--- config.mk ---
export PLATFORM = sky130hd
export DESIGN_NAME = acc_feeder_flat
export DESIGN_NICKNAME = d
export VERILOG_FILES = /design/src/rtl/acc_feeder_pkg.sv /design/src/rtl/acc_feeder_if.sv /design/src/rtl/acc_feeder_cnt.sv /design/src/rtl/acc_feeder.sv /design/src/flat_wrapper.sv
export SDC_FILE = /design/constraint.sdc
export NUM_CORES = 1
export LEC_CHECK = 0
export ABC_AREA = 1
export CORE_ASPECT_RATIO = 0.8
export CORE_MARGIN = 2
export CORE_UTILIZATION = 50
export DETAILED_ROUTE_END_ITERATION = 10
export PLACE_DENSITY_LB_ADDON = 0.1
export SETUP_SLACK_MARGIN = 0.2
export SLEW_MARGIN = 20
export SYNTH_ARGS = -nofsm -noshare
export SYNTH_HDL_FRONTEND = slang
export SYNTH_SLANG_ARGS = --single-unit
export TNS_END_PERCENT = 1
--- constraint.sdc ---
create_clock -name clk -period 2.1 [get_ports clk]
set_input_delay 0.315 -clock clk [delete_from_list [all_inputs] [get_ports clk]]
set_output_delay 0.315 -clock clk [all_outputs]
set_load 0.01 [all_outputs]
--- src/rtl/acc_feeder_pkg.sv ---
// acc_feeder_pkg: default widths and FSM state type shared by the acc_feeder slice.
package acc_feeder_pkg;

  localparam int unsigned IN_DATA_WIDTH_DEF = 8;
  localparam int unsigned DWIDTH_DEF        = 16;
  localparam int unsigned AWIDTH_DEF        = 10;

  typedef enum logic [1:0] {
    ST_IDLE = 2'd0,
    ST_RUN  = 2'd1,
    ST_WAIT = 2'd2,
    ST_DONE = 2'd3
  } state_e;

endpackage

--- src/rtl/acc_feeder_if.sv ---
// acc_feeder_if: BRAM read port plus accumulator-core valid/run link.
//   master (feeder): drives addr_o, ce_o, acc_number_o, acc_valid_o, acc_run_o
//   slave (BRAM/core side): drives q_i, acc_valid_i, acc_result_i
interface acc_feeder_if
  import acc_feeder_pkg::*;
#(
  parameter int unsigned IN_DATA_WIDTH = IN_DATA_WIDTH_DEF,
  parameter int unsigned DWIDTH        = DWIDTH_DEF,
  parameter int unsigned AWIDTH        = AWIDTH_DEF
) ();

  logic [AWIDTH-1:0]        addr_o;
  logic                     ce_o;
  logic [IN_DATA_WIDTH-1:0] q_i;
  logic [IN_DATA_WIDTH-1:0] acc_number_o;
  logic                     acc_valid_o;
  logic                     acc_run_o;
  logic                     acc_valid_i;
  logic [DWIDTH-1:0]        acc_result_i;

  modport master (
    output addr_o, ce_o, acc_number_o, acc_valid_o, acc_run_o,
    input  q_i, acc_valid_i, acc_result_i
  );

  modport slave (
    input  addr_o, ce_o, acc_number_o, acc_valid_o, acc_run_o,
    output q_i, acc_valid_i, acc_result_i
  );

endinterface

--- src/rtl/acc_feeder_cnt.sv ---
// acc_feeder_cnt: clearable up-counter with terminal-count flag.
//   clr_i has priority over inc_i; tc_o is high while cnt_o == last_i.
module acc_feeder_cnt
  import acc_feeder_pkg::*;
#(
  parameter int unsigned WIDTH = AWIDTH_DEF
) (
  input  logic             clk,
  input  logic             reset_n,
  input  logic             clr_i,
  input  logic             inc_i,
  input  logic [WIDTH-1:0] last_i,
  output logic [WIDTH-1:0] cnt_o,
  output logic             tc_o
);

  logic [WIDTH-1:0] cnt_q, cnt_d;

  always_comb begin
    cnt_d = cnt_q;
    if (clr_i) begin
      cnt_d = '0;
    end else if (inc_i) begin
      cnt_d = cnt_q + WIDTH'(1);
    end
  end

  always_ff @(posedge clk or negedge reset_n) begin
    if (!reset_n) begin
      cnt_q <= '0;
    end else begin
      cnt_q <= cnt_d;
    end
  end

  assign cnt_o = cnt_q;
  assign tc_o  = (cnt_q == last_i);

endmodule

--- src/rtl/acc_feeder.sv ---
// acc_feeder: reads N operands from a 1-cycle BRAM, streams them to the
// accumulator core and reports (core total at end - core total at start).
//   start_i/num_cnt_i : job request, sampled in IDLE only
//   bus (master)      : BRAM read port and core valid/run link
//   idle_o/running_o  : FSM status; done_o pulses once with result_o
module acc_feeder
  import acc_feeder_pkg::*;
#(
  parameter int unsigned IN_DATA_WIDTH = IN_DATA_WIDTH_DEF,
  parameter int unsigned DWIDTH        = DWIDTH_DEF,
  parameter int unsigned AWIDTH        = AWIDTH_DEF,
  parameter int unsigned CNT_WIDTH     = AWIDTH + 1
) (
  input  logic                 clk,
  input  logic                 reset_n,
  input  logic                 start_i,
  input  logic [CNT_WIDTH-1:0] num_cnt_i,
  acc_feeder_if.master         bus,
  output logic                 idle_o,
  output logic                 running_o,
  output logic                 done_o,
  output logic [DWIDTH-1:0]    result_o
);

  state_e            state_q, state_d;
  logic [AWIDTH-1:0] last_q, last_d;
  logic [DWIDTH-1:0] base_q, base_d;
  logic [DWIDTH-1:0] result_q, result_d;
  logic              valid_q, valid_d;

  logic              iss_clr, iss_inc, iss_tc;
  logic              ret_clr, ret_inc, ret_tc;
  logic [AWIDTH-1:0] iss_cnt;
  logic [AWIDTH-1:0] ret_cnt_unused;
  logic              active;

  acc_feeder_cnt #(.WIDTH(AWIDTH)) u_iss_cnt (
    .clk     (clk),
    .reset_n (reset_n),
    .clr_i   (iss_clr),
    .inc_i   (iss_inc),
    .last_i  (last_q),
    .cnt_o   (iss_cnt),
    .tc_o    (iss_tc)
  );

  acc_feeder_cnt #(.WIDTH(AWIDTH)) u_ret_cnt (
    .clk     (clk),
    .reset_n (reset_n),
    .clr_i   (ret_clr),
    .inc_i   (ret_inc),
    .last_i  (last_q),
    .cnt_o   (ret_cnt_unused),
    .tc_o    (ret_tc)
  );

  assign active = (state_q == ST_RUN) || (state_q == ST_WAIT);

  always_comb begin
    state_d  = state_q;
    last_d   = last_q;
    base_d   = base_q;
    result_d = result_q;
    valid_d  = (state_q == ST_RUN);
    iss_clr  = 1'b0;
    iss_inc  = 1'b0;
    ret_clr  = 1'b0;
    ret_inc  = 1'b0;

    unique case (state_q)
      ST_IDLE: begin
        if (start_i) begin
          if (num_cnt_i == '0) begin
            result_d = '0;
            state_d  = ST_DONE;
          end else begin
            // N-1 in AWIDTH bits: N = 2^AWIDTH maps to all-ones, the last address.
            last_d  = num_cnt_i[AWIDTH-1:0] - AWIDTH'(1);
            base_d  = bus.acc_result_i;
            iss_clr = 1'b1;
            ret_clr = 1'b1;
            state_d = ST_RUN;
          end
        end
      end
      ST_RUN: begin
        // Hold the address at N-1 on the final issue rather than wrapping.
        if (iss_tc) begin
          state_d = ST_WAIT;
        end else begin
          iss_inc = 1'b1;
        end
      end
      ST_WAIT: begin
      end
      ST_DONE: begin
        state_d = ST_IDLE;
      end
    endcase

    // Returned ticks close the job; placed last so it overrides RUN->WAIT.
    if (active && bus.acc_valid_i) begin
      ret_inc = 1'b1;
      if (ret_tc) begin
        result_d = bus.acc_result_i - base_q;
        state_d  = ST_DONE;
      end
    end
  end

  always_ff @(posedge clk or negedge reset_n) begin
    if (!reset_n) begin
      state_q  <= ST_IDLE;
      last_q   <= '0;
      base_q   <= '0;
      result_q <= '0;
      valid_q  <= 1'b0;
    end else begin
      state_q  <= state_d;
      last_q   <= last_d;
      base_q   <= base_d;
      result_q <= result_d;
      valid_q  <= valid_d;
    end
  end

  assign bus.ce_o         = (state_q == ST_RUN);
  assign bus.addr_o       = iss_cnt;
  assign bus.acc_valid_o  = valid_q;
  assign bus.acc_number_o = bus.q_i;
  assign bus.acc_run_o    = active;

  assign idle_o    = (state_q == ST_IDLE);
  assign running_o = active;
  assign done_o    = (state_q == ST_DONE);
  assign result_o  = result_q;

endmodule

--- src/flat_wrapper.sv ---
// flat-port wrapper written by rule: the top's interface ports become plain ports
module acc_feeder_flat import acc_feeder_pkg::*;
#(
  parameter int unsigned IN_DATA_WIDTH = IN_DATA_WIDTH_DEF,
  parameter int unsigned DWIDTH        = DWIDTH_DEF,
  parameter int unsigned AWIDTH        = AWIDTH_DEF,
  parameter int unsigned CNT_WIDTH     = AWIDTH + 1
)
  (clk, reset_n, start_i, num_cnt_i, idle_o, running_o, done_o, result_o, bus_addr_o, bus_ce_o, bus_acc_number_o, bus_acc_valid_o, bus_acc_run_o, bus_q_i, bus_acc_valid_i, bus_acc_result_i);
  acc_feeder_if #(.IN_DATA_WIDTH(IN_DATA_WIDTH), .DWIDTH(DWIDTH), .AWIDTH(AWIDTH)) bus_i ();
  input  logic clk;
  input  logic reset_n;
  input  logic start_i;
  input  logic [CNT_WIDTH-1:0] num_cnt_i;
  output logic idle_o;
  output logic running_o;
  output logic done_o;
  output logic [DWIDTH-1:0] result_o;
  output wire logic [$bits(bus_i.addr_o)-1:0] bus_addr_o;
  output wire logic [$bits(bus_i.ce_o)-1:0] bus_ce_o;
  output wire logic [$bits(bus_i.acc_number_o)-1:0] bus_acc_number_o;
  output wire logic [$bits(bus_i.acc_valid_o)-1:0] bus_acc_valid_o;
  output wire logic [$bits(bus_i.acc_run_o)-1:0] bus_acc_run_o;
  input wire logic [$bits(bus_i.q_i)-1:0] bus_q_i;
  input wire logic [$bits(bus_i.acc_valid_i)-1:0] bus_acc_valid_i;
  input wire logic [$bits(bus_i.acc_result_i)-1:0] bus_acc_result_i;
  assign bus_addr_o = bus_i.addr_o;
  assign bus_ce_o = bus_i.ce_o;
  assign bus_acc_number_o = bus_i.acc_number_o;
  assign bus_acc_valid_o = bus_i.acc_valid_o;
  assign bus_acc_run_o = bus_i.acc_run_o;
  assign bus_i.q_i = bus_q_i;
  assign bus_i.acc_valid_i = bus_acc_valid_i;
  assign bus_i.acc_result_i = bus_acc_result_i;
  acc_feeder #(.IN_DATA_WIDTH(IN_DATA_WIDTH), .DWIDTH(DWIDTH), .AWIDTH(AWIDTH), .CNT_WIDTH(CNT_WIDTH)) u_core (.clk(clk), .reset_n(reset_n), .start_i(start_i), .num_cnt_i(num_cnt_i), .bus(bus_i), .idle_o(idle_o), .running_o(running_o), .done_o(done_o), .result_o(result_o));
endmodule
==> impl_metrics.toml <==
[grt]
grt_pass1_vias = 3638
grt_antenna_before_repair = 0
grt-ovfl-total = 0
grt_pass1_wl_mm = 18.4
grt_max_degree = 66
track_usage_pct = 25.3

[pwr]
sw_frac_of_total_pct = 27.8
p_per_area_nw_per_um2 = 527
p_sw_mw = 0.806
seq_power_share_pct = 47.8
power.internal_mw = 2.09
clockPowerShare_pct = 36.7
pwr-share-comb_pct = 15.6
leakage_nw = 2.78
ir_worst_vdd_mv = 0.400

[cells_and_area]
final_cell_mix = "162 x nand2_1, 66 x inv_1, 64 x dfrtp_1"
area_growth_pct = 26.1
antenna_cells = 0
layout-drive-gt1-share_pct = 11.7
final_area_um2 = 5490
layout_commonest_cell = "nand2_1"
nets = 736

[floorplan]
dieArea_um2 = 9470
core_area_um2 = 8480
ios = 79
fp.dieH_um = 87.5
core.rowCount = 30
die_x_um = 108
initial_utilization_pct = 51.3

[critical_path]
critPathKind = "primary input to flip-flop"
cp_max_fo = 3
slowest_stage = "clkdlybuf4s50_1"
cp_data_required_time_ns = 2.35
crit_path_cell_trace = "clkdlybuf4s50_1 -> inv_1 -> ha_2 -> fa_2 -> inv_2 -> nand3_1 -> nand2_2 -> nand2_1 -> nand2_2 -> nand3_2 -> nand2_1 -> nand2_1 -> nand3_1 -> nand2_1"
worst_setup_path_end_kind = "flip-flop"
slowest_delay_ns = 0.45
start_kind = "primary input"
crit_top_cell = "nand2_1"
arrival_ns = 2.09
regToRegSetupSlack_ns = 0.29

[yosys]
syn_area_um2 = 4350
synth_fp_nets = 654
synth_edf_count = 0
ys_async_sr_fraction_pct = 100
synth_cell_types = 36
yosysWarningCount = 0
ys_seq_elements = 65
syn_avg_cell_area_um2 = 7.37
synthFlopType = "dfrtp_1"
syn_inst = 591
synth_seq_area_share_pct = 37.4

[route]
wl_mm = 11.3
via_per_inst = 5.15
antenna_left = 0
drc_errors = 0
vias = 4070
routedWlPerCell_um = 14.3
drtIter0Drc = 318
drt_pass1_iterations = 5

[job]
drv_cap = 0

[clock_tree]
clkTransAtPathRegs_ns = 0.07
cts_tree = "built"
ctsLongestPathBuffers = 2
insertion_delay_ns = 0.36
h-tree-depth = 3
cts.sinks = 65
ctsRootBufferMaster = "clkbuf_8"
numCtsBuffers = 9

[sta]
fmax_mhz = 542
skew_ns = 0.00829
slew_headroom_pct = 69.5
tns_ns = 0
slew_violations = 0
worst_pin_slew_ns = 0.454
holdWs_ns = 0.494
rsz0062_at_grt = "true"
fin_crit_sh_pct = 87.8
period_needed_ns = 1.84
hold_viol = 0
report.final.setup_viol = 0

[hold_path]
min_path_type = "primary input to asynchronous set/reset pin"

[placed_design]
place.gp.congestion = 0.933
place_area_um2 = 5200
dp.final_hpwl_mm = 8.31
portBuffers = 62

[outcome]
status = "complete, no violations"
-- sequential cells by signal, summed over array words and instances, names as in the netlist --
register	cells
u_core.result_o	16
u_core.base_q	16
u_core.state_q	2
u_core.bus.acc_valid_o	1
u_core.u_iss_cnt.cnt_o	10
u_core.last_q	10
u_core.u_ret_cnt.cnt_o	10
-- synthesized netlist by cell type, drive strengths merged, types with 11 or more instances --
cell / n / share of area (%)
ha: 23 / 6.6
nor3: 12 / 1.9
inv: 73 / 6.3
nand3: 49 / 5.7
xor2: 16 / 3.2
dfrtp: 65 / 37
a21oi: 23 / 2.7
nand4: 12 / 1.9
xnor2: 11 / 2.2
nand2: 167 / 15
buf: 24 / 4.5
nor2: 54 / 4.7
o21ai: 45 / 5.3
-- power by group through the flow --
stage | Sequential [mW] | Clock, mW | Combinational (mW)
after floorplan | 1.39 | 0 | 0.275
after global placement | 1.40 | 0 | 0.424
after detailed placement | 1.40 | 0 | 0.434
after CTS | 1.38 | 1.09 | 0.440
after global routing | 1.39 | 1.16 | 0.516
final | 1.38 | 1.06 | 0.451
-- timing repair --
action | in CTS | in global routing
endpoints found under the hold margin | 65 | 0
hold buffers | 1 | 0
pin swaps | 0 | 3
gates resized for setup | 2 | 26
endpoints found under the setup margin | 21 | 26
buffers inserted | 1 | 0
-- stage by stage --
step / cells / setup slack [ns] / utilization (%) / total power, mW
global placement: 772 / -0.182 / 61.3 / 1.83
finish: 790 / 0.255 / 64.7 / 2.90
CTS: 790 / 0.0155 / 63.8 / 2.91
detailed placement: 772 / -0.177 / 61.3 / 1.84
floorplan: 591 / 0.232 / - / 1.66
global route: 790 / 0.0984 / 64.7 / 3.07
-- cell type report --
cell class / count / area, µm²
Sequential cell: 65 / 1630
Tap cell: 112 / 140
Clock buffer: 13 / 149
Inverter: 73 / 277
Fill cell: 775 / 2990
Clock inverter: 3 / 40.0
Multi-Input combinational cell: 429 / 2320
Timing Repair Buffer: 95 / 937
-- per-layer routing --
| layer | global-route usage (%) | routed length [µm] | part of all wire, % | vias up |
|---|---|---|---|---|
| met4 | 3.96 | 56 | 0.50 | 0 |
| li1 | - | - | - | 2055 |
| met1 | 40.9 | 5860 | 52 | 1886 |
| met3 | 6.58 | 840 | 7.4 | 6 |
| met2 | 33.8 | 4540 | 40 | 123 |
| met5 | 0 | 0 | 0 | - |
-- kinds of logic after synthesis --
logic type                 share of synthesized area, %
xor gates and xnor gates                           5.43
buffers and inverters                              10.8
adders and majority gates                          7.07
AOI/OAI and AO/OA                                  8.82
DFF                                                37.4
and+or+nand+nor                                    30.6
-- worst max-delay path: cells and delay by family --
kind          cells  cell delay [ns]
simple gates      9             0.65
buf+inv           3             0.57
fa+ha+maj         2             0.56
-- worst paths after layout --
check | startpoint | end | cells past startpoint
min reg2reg | u_core.result_o[7] | u_core.result_o[7] | 2
max | bus_acc_result_i[0] | u_core.result_o[14] | 14
min | reset_n | u_core.u_iss_cnt.cnt_o[9] | 3
min in group clk | u_core.result_o[7] | u_core.result_o[7] | 2
max in group asynchronous | reset_n | u_core.base_q[5] | 3
max reg2reg | u_core.state_q[0] | u_core.result_o[7] | 11
Power figures use the tool's default switching activity.
